$ cat src/rtl/c1o_mem_writer.sv
// ---------------------------------------------------------------------------
// c1o_mem_writer
//   Write-side address generator for the Convolution 1 output memory.
//   The conv engine delivers results channel-interleaved (all CHANNELS words
//   of pixel (r,c) back to back, pixels in raster order). This block stores
//   each word channel-planar at ch*ROWS*COLS + r*COLS + c, so the pooling
//   stage can read every channel plane contiguously.
//
// Ports
//   clk        rising-edge clock
//   reset      asynchronous, active-high reset
//   start      one-cycle pulse, begins a new frame (ignored while running)
//   in_valid   in_data carries a conv result
//   in_data    conv result word
//   in_ready   block accepts in_data this cycle (high in RUN)
//   mem_we     write enable to the C1 output RAM (one cycle after accept)
//   mem_addr   write address (holds its last value when mem_we is low)
//   mem_wdata  write data    (holds its last value when mem_we is low)
//   busy       high while a frame is being written
//   done       frame fully written; held until the next start
// ---------------------------------------------------------------------------
module c1o_mem_writer #(
  parameter int DATA_W   = 16,
  parameter int ROWS     = 24,
  parameter int COLS     = 24,
  parameter int CHANNELS = 6,
  parameter int ADDR_W   = 12
) (
  input  logic              clk,
  input  logic              reset,
  input  logic              start,
  input  logic              in_valid,
  input  logic [DATA_W-1:0] in_data,
  output logic              in_ready,
  output logic              mem_we,
  output logic [ADDR_W-1:0] mem_addr,
  output logic [DATA_W-1:0] mem_wdata,
  output logic              busy,
  output logic              done
);

  localparam int CH_W  = (CHANNELS > 1) ? $clog2(CHANNELS) : 1;
  localparam int COL_W = (COLS > 1)     ? $clog2(COLS)     : 1;
  localparam int ROW_W = (ROWS > 1)     ? $clog2(ROWS)     : 1;

  localparam logic [ADDR_W-1:0] PLANE    = ADDR_W'(ROWS * COLS);
  localparam logic [CH_W-1:0]   CH_LAST  = CH_W'(CHANNELS - 1);
  localparam logic [COL_W-1:0]  COL_LAST = COL_W'(COLS - 1);
  localparam logic [ROW_W-1:0]  ROW_LAST = ROW_W'(ROWS - 1);

  typedef enum logic [1:0] {
    S_IDLE = 2'd0,
    S_RUN  = 2'd1,
    S_DONE = 2'd2
  } state_t;

  state_t state, state_nxt;

  logic [CH_W-1:0]   ch;
  logic [COL_W-1:0]  col;
  logic [ROW_W-1:0]  row;
  logic [ADDR_W-1:0] pix_base;   // r*COLS + c of the current pixel
  logic [ADDR_W-1:0] ch_off;     // ch*PLANE of the current element

  logic accept;
  logic ch_wrap;
  logic last_elem;
  logic frame_start;

  // Handshake and terminal detection.
  // NOTE: every signal assigned in always_comb gets a value on every path
  // (default first), otherwise synthesis infers a latch.
  always_comb begin
    accept      = in_ready & in_valid;
    ch_wrap     = (ch == CH_LAST);
    last_elem   = ch_wrap && (col == COL_LAST) && (row == ROW_LAST);
    // start is honoured only outside RUN; in_ready is low then, so a
    // simultaneous in_valid is never accepted on a start cycle.
    frame_start = start && (state != S_RUN);
  end

  // --- FSM: state register -------------------------------------------------
  // NOTE: sequential state uses non-blocking (<=) so every register samples
  // pre-edge values, matching the hardware regardless of block order.
  always_ff @(posedge clk or posedge reset) begin
    if (reset) state <= S_IDLE;
    else       state <= state_nxt;
  end

  // --- FSM: next-state logic -----------------------------------------------
  always_comb begin
    state_nxt = state;
    unique case (state)
      S_IDLE:  if (start)               state_nxt = S_RUN;
      S_RUN:   if (accept && last_elem) state_nxt = S_DONE;
      S_DONE:  if (start)               state_nxt = S_RUN;
      default:                          state_nxt = S_IDLE;
    endcase
  end

  // --- FSM: outputs decoded from state -------------------------------------
  always_comb begin
    in_ready = (state == S_RUN);
    busy     = (state == S_RUN);
    done     = (state == S_DONE);
  end

  // --- Element counters and incremental address terms ----------------------
  // ch_off walks the channel planes for one pixel; pix_base advances once per
  // pixel. row/col only exist to recognise the last pixel of the frame.
  always_ff @(posedge clk or posedge reset) begin
    if (reset) begin
      ch       <= '0;
      col      <= '0;
      row      <= '0;
      pix_base <= '0;
      ch_off   <= '0;
    end else if (frame_start) begin
      ch       <= '0;
      col      <= '0;
      row      <= '0;
      pix_base <= '0;
      ch_off   <= '0;
    end else if (accept) begin
      if (ch_wrap) begin
        ch       <= '0;
        ch_off   <= '0;
        pix_base <= pix_base + ADDR_W'(1);
        if (col == COL_LAST) begin
          col <= '0;
          row <= (row == ROW_LAST) ? '0 : row + ROW_W'(1);
        end else begin
          col <= col + COL_W'(1);
        end
      end else begin
        ch     <= ch + CH_W'(1);
        ch_off <= ch_off + PLANE;
      end
    end
  end

  // --- Registered memory write port ----------------------------------------
  // NOTE: these are plain registers, not a RAM array, so they take the async
  // reset; asserting reset kills a pending mem_we immediately.
  always_ff @(posedge clk or posedge reset) begin
    if (reset) begin
      mem_we    <= 1'b0;
      mem_addr  <= '0;
      mem_wdata <= '0;
    end else begin
      mem_we <= accept;
      if (accept) begin
        mem_addr  <= pix_base + ch_off;
        mem_wdata <= in_data;
      end
    end
  end

endmodule

$ cat config.mk
export PLATFORM = sky130hd
export DESIGN_NAME = c1o_mem_writer
export DESIGN_NICKNAME = d
export VERILOG_FILES = /design/src/rtl/c1o_mem_writer.sv
export SDC_FILE = /design/constraint.sdc
export NUM_CORES = 1
export LEC_CHECK = 0
export CAP_MARGIN = 25
export CORE_MARGIN = 2
export CORE_UTILIZATION = 38
export CTS_CLUSTER_DIAMETER = 50
export DETAILED_ROUTE_END_ITERATION = 7
export PLACE_DENSITY = 0.7
export SYNTH_ARGS = -nofsm -noshare
export SYNTH_HDL_FRONTEND = slang
export SYNTH_SLANG_ARGS = --single-unit
export TNS_END_PERCENT = 1
$ cat constraint.sdc
create_clock -name clk -period 3.4 [get_ports clk]
set_input_delay 0.68 -clock clk [delete_from_list [all_inputs] [get_ports clk]]
set_output_delay 0.68 -clock clk [all_outputs]
set_load 0.02 [all_outputs]
==> results, run 1 <==
- The final weighted congestion in routability-driven placement is 0.7789.
- The root buffer cell chosen for the clock tree is sky130_fd_sc_hd__clkbuf_8.
- Sequential cells burn 43.4% of the power.
- The number of maximum-capacitance constraint violations is 0.
- The max-slew violation count is 0.
- The deepest clock path buffer count is 2.
- The critical path contains buffers and inverters numbering 2 combined.
- For this run, asynchronously set or reset flops after synthesis account for 100.0%.
- Synthesis produced a netlist with a net count of 337.
- The first-pass GRT wire length is 10180 um.
- The classification of the worst-slack hold path is reg2reg.
- The number of storage elements in the synthesis netlist is 62.
- The cell internal power dissipation is 1.606 mW.
- The number of hold buffers added after cts is 0.
- The initial standard-cell utilization of the core is 39.80%.
- The port buffer count is 51.
- Setup violations remaining at the end of the flow were counted as 0.
- The repair_antennas step left the layout with diodes totalling 0.
- The number of antenna violations at the first check in global routing is 0.
- The later pin in the worst-skew pair is clocked with a latency of 340 ps.
- Among all flip-flop cells after synthesis, the most frequent one is sky130_fd_sc_hd__dfrtp_1.
- The portion of the clock cycle consumed by the worst path in the final layout is 68.75%.
- On the final layout, the worst hold slack is 473.4 ps.
- In this run, placement finished with an instance count of 448.
- The routed length per instance is 12.69 um.
- The area of the die is 8395 um2.
- Of the cells placed in the final design, the portion with a size suffix greater than 1 is 7.945%.
- The start-to-end type of the worst setup path is reg2out.
- The flow ran to the end, and the final reports show no timing, DRC or antenna violations.
- The filler-free cell count of the finished design is 464.
- The core area is 7331 um2.
- For this design the total switching power over the nets is 708.8 uW.
- TritonCTS built the clock tree.
- The number of enable-type register cells in the synthesized netlist is 0.
- The post-synth design cell area is 2918 um2.
- The H-tree generated during clock tree synthesis spans 3 levels.
- The source of the critical timing path is state[1].
- The number of vias after detailed routing is 2292.
- After clock tree synthesis, the clock-pin slew on the worst setup and hold paths is 60 ps.
- The clock network burns 31.7% of the power.
- The pin slew with the least headroom to its limit is 826.2 ps.
- The largest net degree at the start of global routing is 63.
- For this run, the slowest stage of the critical path takes 600 ps.
- The post-CTS setup repair buffer count is 0.
- The number of global-route vias before repair is 2288.
- The endpoint of the worst register-to-register path is row[4].
- The master of the slowest instance on the critical path is sky130_fd_sc_hd__clkdlybuf4s50_1.
- The logic depth of the worst setup path including buffers is 3.
- The number of I/O pins is 52.
- For this design the ratio of total power to cell area is 618.5 nW/um2.
- Summed over all nets, the half-perimeter wirelength after detailed placement is 4042 um.
- The worst clock skew is 8.737 ps.
- Of the total power, the share spent switching nets is 30.62%.
- The overall overflow remaining after global route is 0.
- The global-route total usage across every layer is 15.16%.
- The share of total power dissipated in combinational logic is 24.9%.
- Summing all non-filler instances in the final layout gives an area of 3742 um2.
- Setup repair after global routing left no endpoint under its margin.
- The number of clock buffers added by TritonCTS is 9.
- For the worst setup path, the data arrival time is 1660 ps.
- The post-place instance area is 3510 um2.
- The clock drives 62 sinks.
- The Yosys step of the flow raised 0 warnings.
- The total of fill cells in the finished design is 666.
- In this run the worst setup path terminates at in_ready.
- The die is 91.63 um tall.
- The worst setup path is launched from a register.
- The minimum clock period is 2337 ps.
- The final layout contains 389 nets.
- The reg2reg setup slack is 1570 ps.
- The number of different library cells in the post-synthesis netlist is 45.
- The post-synthesis cell count is 308.
- The number of standard-cell rows in the floorplan is 31.
- The number of nets with antenna violations after routing is 0.
- In this run the critical register-to-register path is launched from col[0].
- A synthesized cell averages 9.473 um2.
- The maximum fanout count along the critical path is 5.
- VDD sags by at most 0.2705 mV.
- The gate family responsible for the most delay along the worst path is buffers and inverters.
- STA puts the critical path data required time at 2720 ps.
- The summed negative setup slack over all endpoints is 0 ps.
- The final count of hold timing violations is 0.
- The timing-limited maximum frequency is 0.4278 GHz.
- The die extent in x is 91.63 um.
- After detailed routing, the number of vias per cell comes to 4.940.
- The count of TritonRoute iterations in the first routing pass is 4.
- The kind of end point of the critical path is an output port.
- The area added between synthesis and finish is 28.26%.
- The initial DRC count is 108.
- The worst pin sits at a relative slew slack of 44.92%.
- After detailed routing, the number of remaining DRC violations is 0.
- The sequential element share of the synthesized area is 53.17%.
- The total length of routed wires is 5888 um.
- The signal on the critical path passes through nand2b_1, inv_1, clkdlybuf4s50_1.
- The number of cell instances on the worst register-to-register path is 5.
- After clock tree synthesis, the repair step resized 0 gates.
- The leakage component of the power is 1.736 nW.
==> metal layers <==
| layer | up-vias | part of all wire [%] | track usage [%] |
|---|---|---|---|
| li1 | 1165 | - | - |
| met1 | 1072 | 48 | 18.97 |
| met2 | 48 | 46 | 23.77 |
| met3 | 7 | 5.5 | 6.163 |
| met4 | 0 | 0.93 | 5.303 |
| met5 | - | 0 | 0 |
==> layout make-up <==
class                   count  area (um2)  area share (%)
clock inverters             5       81.33           2.173
well taps                  99       123.9           3.310
multi-input cells         222        1259           33.63
inverters                  11       42.54           1.137
repair buffers             54       533.0           14.24
clock buffers              11       151.4           4.045
flip-flops and latches     62        1551           41.46
==> metrics by stage <==
stage          total power, mW  util [%]  setup slack (ps)
2_1_floorplan            1.377         -              1179
3_3_place_gp             1.580     47.88              1031
3_5_place_dp             1.602     47.88             998.2
4_1_cts                  2.347     51.05              1046
5_1_grt                  2.450     51.05             971.8
6_report                 2.315     51.05              1063
==> kinds of logic after synthesis <==
kind of cell / share of synthesized area (%)
AOI/OAI and AO/OA: 9.778
xor gates and xnor gates: 4.503
adders and majority gates: 3.859
buffers and inverters: 3.687
DFF: 53.17
muxes: 0.3431
and+or+nand+nor: 24.66
==> worst min path at each step <==
stage	from	slack, ps	end	cells past startpoint
after floorplan	ch_off[11]	470	ch_off[11]	1
after global placement	mem_wdata[6]	460	mem_wdata[6]	2
after detailed placement	mem_addr[3]	460	mem_addr[3]	2
after CTS	mem_addr[0]	480	mem_addr[0]	2
after global routing	mem_wdata[9]	500	mem_wdata[9]	2
final	mem_addr[3]	470	mem_addr[3]	2
==> synthesized netlist by cell type, types with 2 or more instances <==
master                      n  area (um2)
sky130_fd_sc_hd__o21ai_0   12       60.06
sky130_fd_sc_hd__or4_1      4       30.03
sky130_fd_sc_hd__a22o_1     2       17.52
sky130_fd_sc_hd__buf_4      2       15.01
sky130_fd_sc_hd__ha_1       9       112.6
sky130_fd_sc_hd__inv_1     10       37.54
sky130_fd_sc_hd__nor2_1    13       48.80
sky130_fd_sc_hd__nand3_2    2       20.02
sky130_fd_sc_hd__or3_1      3       18.77
sky130_fd_sc_hd__a31o_2     2       17.52
sky130_fd_sc_hd__nand4_1    7       43.79
sky130_fd_sc_hd__o31ai_1    6       45.04
sky130_fd_sc_hd__a21oi_1   12       60.06
sky130_fd_sc_hd__and3_1     2       12.51
sky130_fd_sc_hd__clkbuf_1   6       22.52
sky130_fd_sc_hd__buf_1      3       11.26
sky130_fd_sc_hd__nand2_1   90       337.8
sky130_fd_sc_hd__o211ai_1   4       30.03
sky130_fd_sc_hd__dfrtp_1   62        1551
sky130_fd_sc_hd__and4b_1    3       30.03
sky130_fd_sc_hd__nand3_1   15       75.07
sky130_fd_sc_hd__xnor2_1    8       70.07
sky130_fd_sc_hd__xor2_1     7       61.31
sky130_fd_sc_hd__and2_1     3       18.77
==> power by group through the flow <==
stage               clock (mW)  combinational (mW)  sequential, mW
finish                   0.733               0.577            1.00
global route             0.781               0.641            1.03
detailed placement           0               0.581            1.02
CTS                      0.756               0.585            1.01
floorplan                    0               0.315            1.06
global placement             0               0.567            1.01
==> tightest hold or removal path, cell delays in order, from the launching register on <==
cell	delay, ps
sky130_fd_sc_hd__dfrtp_1	340
sky130_fd_sc_hd__nand2_1	50
sky130_fd_sc_hd__nand2_1	50
==> state kept, by name, indices dropped and copies added, names as in the netlist <==
signal     count
ch             3
ch_off         6
col            5
mem_addr      12
mem_wdata     16
mem_we         1
pix_base      12
row            5
state          2
==> placed cells by master, fill, tap and decap left out, types with 2 or more instances in the layout <==
| cell | netlist | final |
|---|---|---|
| sky130_fd_sc_hd__nand2_1 | 90 | 90 |
| sky130_fd_sc_hd__dfrtp_1 | 62 | 62 |
| sky130_fd_sc_hd__clkdlybuf4s50_1 | 0 | 51 |
| sky130_fd_sc_hd__nand3_1 | 15 | 15 |
| sky130_fd_sc_hd__nor2_1 | 13 | 13 |
| sky130_fd_sc_hd__a21oi_1 | 12 | 12 |
| sky130_fd_sc_hd__o21ai_0 | 12 | 12 |
| sky130_fd_sc_hd__clkbuf_8 | 0 | 11 |
| sky130_fd_sc_hd__inv_1 | 10 | 9 |
| sky130_fd_sc_hd__ha_1 | 9 | 9 |
| sky130_fd_sc_hd__xnor2_1 | 8 | 8 |
| sky130_fd_sc_hd__xor2_1 | 7 | 7 |
| sky130_fd_sc_hd__nand4_1 | 7 | 7 |
| sky130_fd_sc_hd__o31ai_1 | 6 | 6 |
| sky130_fd_sc_hd__or4_1 | 4 | 4 |
| sky130_fd_sc_hd__o211ai_1 | 4 | 4 |
| sky130_fd_sc_hd__and2_1 | 3 | 3 |
| sky130_fd_sc_hd__and4b_1 | 3 | 3 |
| sky130_fd_sc_hd__or3_1 | 3 | 3 |
| sky130_fd_sc_hd__buf_4 | 2 | 3 |
| sky130_fd_sc_hd__clkinv_2 | 1 | 2 |
| sky130_fd_sc_hd__nand3_2 | 2 | 2 |
| sky130_fd_sc_hd__a31o_2 | 2 | 2 |
| sky130_fd_sc_hd__a22o_1 | 2 | 2 |
| sky130_fd_sc_hd__and3_1 | 2 | 2 |
| sky130_fd_sc_hd__bufinv_16 | 0 | 2 |
Note: power is estimated with default switching activity, not from simulation.
==> run 2, diff against run 1 <==
--- a/config.mk
+++ b/config.mk
@@ -10,7 +10,7 @@
 export CORE_UTILIZATION = 38
 export CTS_CLUSTER_DIAMETER = 50
 export DETAILED_ROUTE_END_ITERATION = 7
-export PLACE_DENSITY = 0.7
+export PLACE_DENSITY = 0.72
 export SYNTH_ARGS = -nofsm -noshare
 export SYNTH_HDL_FRONTEND = slang
 export SYNTH_SLANG_ARGS = --single-unit
==> constraint.sdc (replaced) <==
create_clock -name clk -period 2.15 [get_ports clk]
set_input_delay 0.43 -clock clk [delete_from_list [all_inputs] [get_ports clk]]
set_output_delay 0.43 -clock clk [all_outputs]
set_load 0.02 [all_outputs]
==> run 2 against run 1 <==
  * Non-clock buffer count up 6
  * Final cell count is 1.1% higher
  * Critical path depth did not move
  * Clock power up 56%
  * Sequential power increased by 60%
  * Via count up 2.7%
  * Utilization up 0.67 points
  * Critical path type unchanged
  * Largest cell class unchanged
  * Highest routed layer unchanged
==> results, run 2 (synthesis gave the netlist of run 1 again) <==
- The run finished with clean final reports.
- The completed layout was analyzed and its total power is 3.661 mW.
- The power spent charging and discharging nets is 1.123 mW.
- The final net count is 395.
- For this block, the initial DRC count from the detailed router was 138.
- The minimum clock period is 2058 ps.
- The cell internal power dissipation is 2.539 mW.
- The global-route total usage across every layer is 16.17%.
- The final count of hold timing violations is 0.
- The number of hold buffers added after cts is 0.
- The worst register-to-register path begins at col[0].
- In this run the worst hold path is classified as reg2reg.
- The pin slew with the least headroom to its limit is 329.5 ps.
- In the final layout, the share of cells above drive strength 1 is 9.189%.
- The die is 91.63 um tall.
- TritonCTS created 9 clock buffers.
- The die is 91.63 um wide.
- The worst hold slack across all endpoints is 472.4 ps.
- After clock tree synthesis, the clock-pin slew on the worst setup and hold paths is 70 ps.
- The core area is 7331 um2.
- The number of antenna diodes in the final layout is 0.
- The number of clock sinks is 62.
- The max-slew violation count is 0.
- The finished cells cover 3791 um2.
- The total overflow left after global routing is 0.
- The analysis attributes to cell leakage a power of 1.767 nW.
- During placement, the flow inserted port buffers numbering 51.
- The arrival time of data at the critical path endpoint is 1630 ps.
- In the layout the commonest cells are sky130_fd_sc_hd__nand2_1, sky130_fd_sc_hd__dfrtp_1, sky130_fd_sc_hd__clkdlybuf4s50_1, sky130_fd_sc_hd__nand3_1, sky130_fd_sc_hd__nor2_1.
- Among all stages on the critical path, the largest delay is contributed by sky130_fd_sc_hd__clkdlybuf4s50_1.
- The number of global-route vias before repair is 2408.
- The max-slew headroom at the worst pin is 77.98%.
- The largest stage delay on the critical path is 600 ps.
- Derived from the worst setup path, the maximum achievable clock frequency is 0.4859 GHz.
- The first global-routing pass estimated 10920 um of wire.
- Setup repair after global routing left no endpoint under its margin.
- For this configuration, the core starts out at a cell density of 39.80%.
- The worst setup path is captured at an output port.
- The register with the most flip-flops in the layout has 16 of them.
- Of the total power, the share spent switching nets is 30.66%.
- The final weighted congestion in routability-driven placement is 0.8136.
- The longest clock path from root to sink contains 2 buffers.
- In the routed design, unresolved DRC markers number 0.
- The post-detailed-placement half-perimeter wirelength is 4318 um.
- The required time of the critical path is 1720 ps.
- The worst hold path stage count is 2.
- After detailed routing, the total wire length is 6245 um.
- The number of cells on the worst reg-to-reg path is 5.
- Entering global routing, the biggest net connects 63 pins.
- The number of nets with antenna violations after routing is 0.
- The maximum fanout count along the critical path is 5.
- In this run the power density over the cells is 965.8 nW/um2.
- The proportion of power drawn by flip-flops and latches is 43.8%.
- The number of levels in the clock H-tree is 3.
- The detail-routed via count per cell is 5.021.
- The critical path starts at state[1].
- The worst supply voltage drop on vdd is 0.4151 mV.
- The largest register by flop count is mem_wdata.
- The tree is rooted in a sky130_fd_sc_hd__clkbuf_8.
- The worst hold path begins at mem_wdata[3].
- The count of TritonRoute iterations in the first routing pass is 5.
- After floorplanning, the core was divided into 31 placement rows.
- The endpoint of the worst register-to-register path is row[4].
- 52 I/O pins were placed.
- Max-cap violations in this run came to 0.
- The signal on the critical path passes through nand2b_1, inv_1, clkdlybuf4s50_1.
- The worst setup path is launched from a register.
- The summed negative setup slack over all endpoints is 0 ps.
- The reg2reg setup slack is 390 ps.
- The endpoint of the worst hold path is mem_wdata[3].
- The clock network accounts for 31.2% of the total power.
- The start-to-end type of the worst setup path is reg2out.
- The worst clock skew is 6.974 ps.
- TritonCTS built the clock tree.
- The number of antenna violations at the first check in global routing is 0.
- The most frequent standard cell in the layout excluding fill and tap cells is sky130_fd_sc_hd__nand2_1.
- In the final layout, the registers with the most flip-flops are mem_wdata (16), mem_addr (12), pix_base (12).
- The post-place instance area is 3567 um2.
- The area added between synthesis and finish is 29.93%.
- The power share of the combinational group is 25.1%.
- The area of the die is 8395 um2.
- The number of vias after detailed routing is 2355.
- The clock insertion delay at the later pin of the skew report is 330 ps.
- In the final routed layout, each cell accounts on average for 13.32 um.
- The portion of the clock cycle consumed by the worst path in the final layout is 95.73%.
- Setup violations remaining at the end of the flow were counted as 0.
==> run 2: worst max path at each step <==
stage	end	slack (ps)	depth (start not counted)
after floorplan	ch[0]	180	1
after global placement	col[3]	140	6
after detailed placement	col[3]	90	6
after CTS	busy	70	3
after global routing	in_ready	4	3
final	in_ready	90	3
==> run 2: what timing repair did <==
item | 4_1_cts | 5_1_grt
hold endpoints to repair | 0 | 0
setup endpoints to repair | 0 | 2
setup buffers | 0 | 0
gates resized for setup | 0 | 1
==> run 2: power groups by stage <==
stage	Clock (mW)	Combinational [mW]	Sequential, mW
finish	1.14	0.918	1.60
global route	1.22	1.03	1.64
CTS	1.17	0.931	1.60
detailed placement	0	0.929	1.62
global placement	0	0.904	1.61
floorplan	0	0.499	1.68
==> run 2: final cells by class <==
class                           count  area, um2
Clock buffer                       11      151.4
Clock inverter                      4      70.07
Fill cell                         655       3540
Inverter                           11      42.54
Multi-Input combinational cell    222       1259
Sequential cell                    62       1551
Tap cell                           99      123.9
Timing Repair Buffer               60      593.1
==> run 2: through the flow <==
step                utilization (%)  cells  worst slack (ps)
global placement              48.66    454             140.8
floorplan                         -    308             178.6
global route                  51.72    469             3.685
CTS                           51.68    469             68.38
detailed placement            48.66    454             85.28
finish                        51.72    469             91.89
==> run 2: metal layers <==
metal  GRT usage, %  wire, um
met2          25.49      2894
met4          7.449        88
met5              0         0
met1          20.73      2873
met3          4.437       388
==> run 2: worst max-delay path: cells and delay by family, from the launching register on <==
kind	cells	cell delay (ps)
buf+inv	2	680
flops	1	410
simple gates	1	200
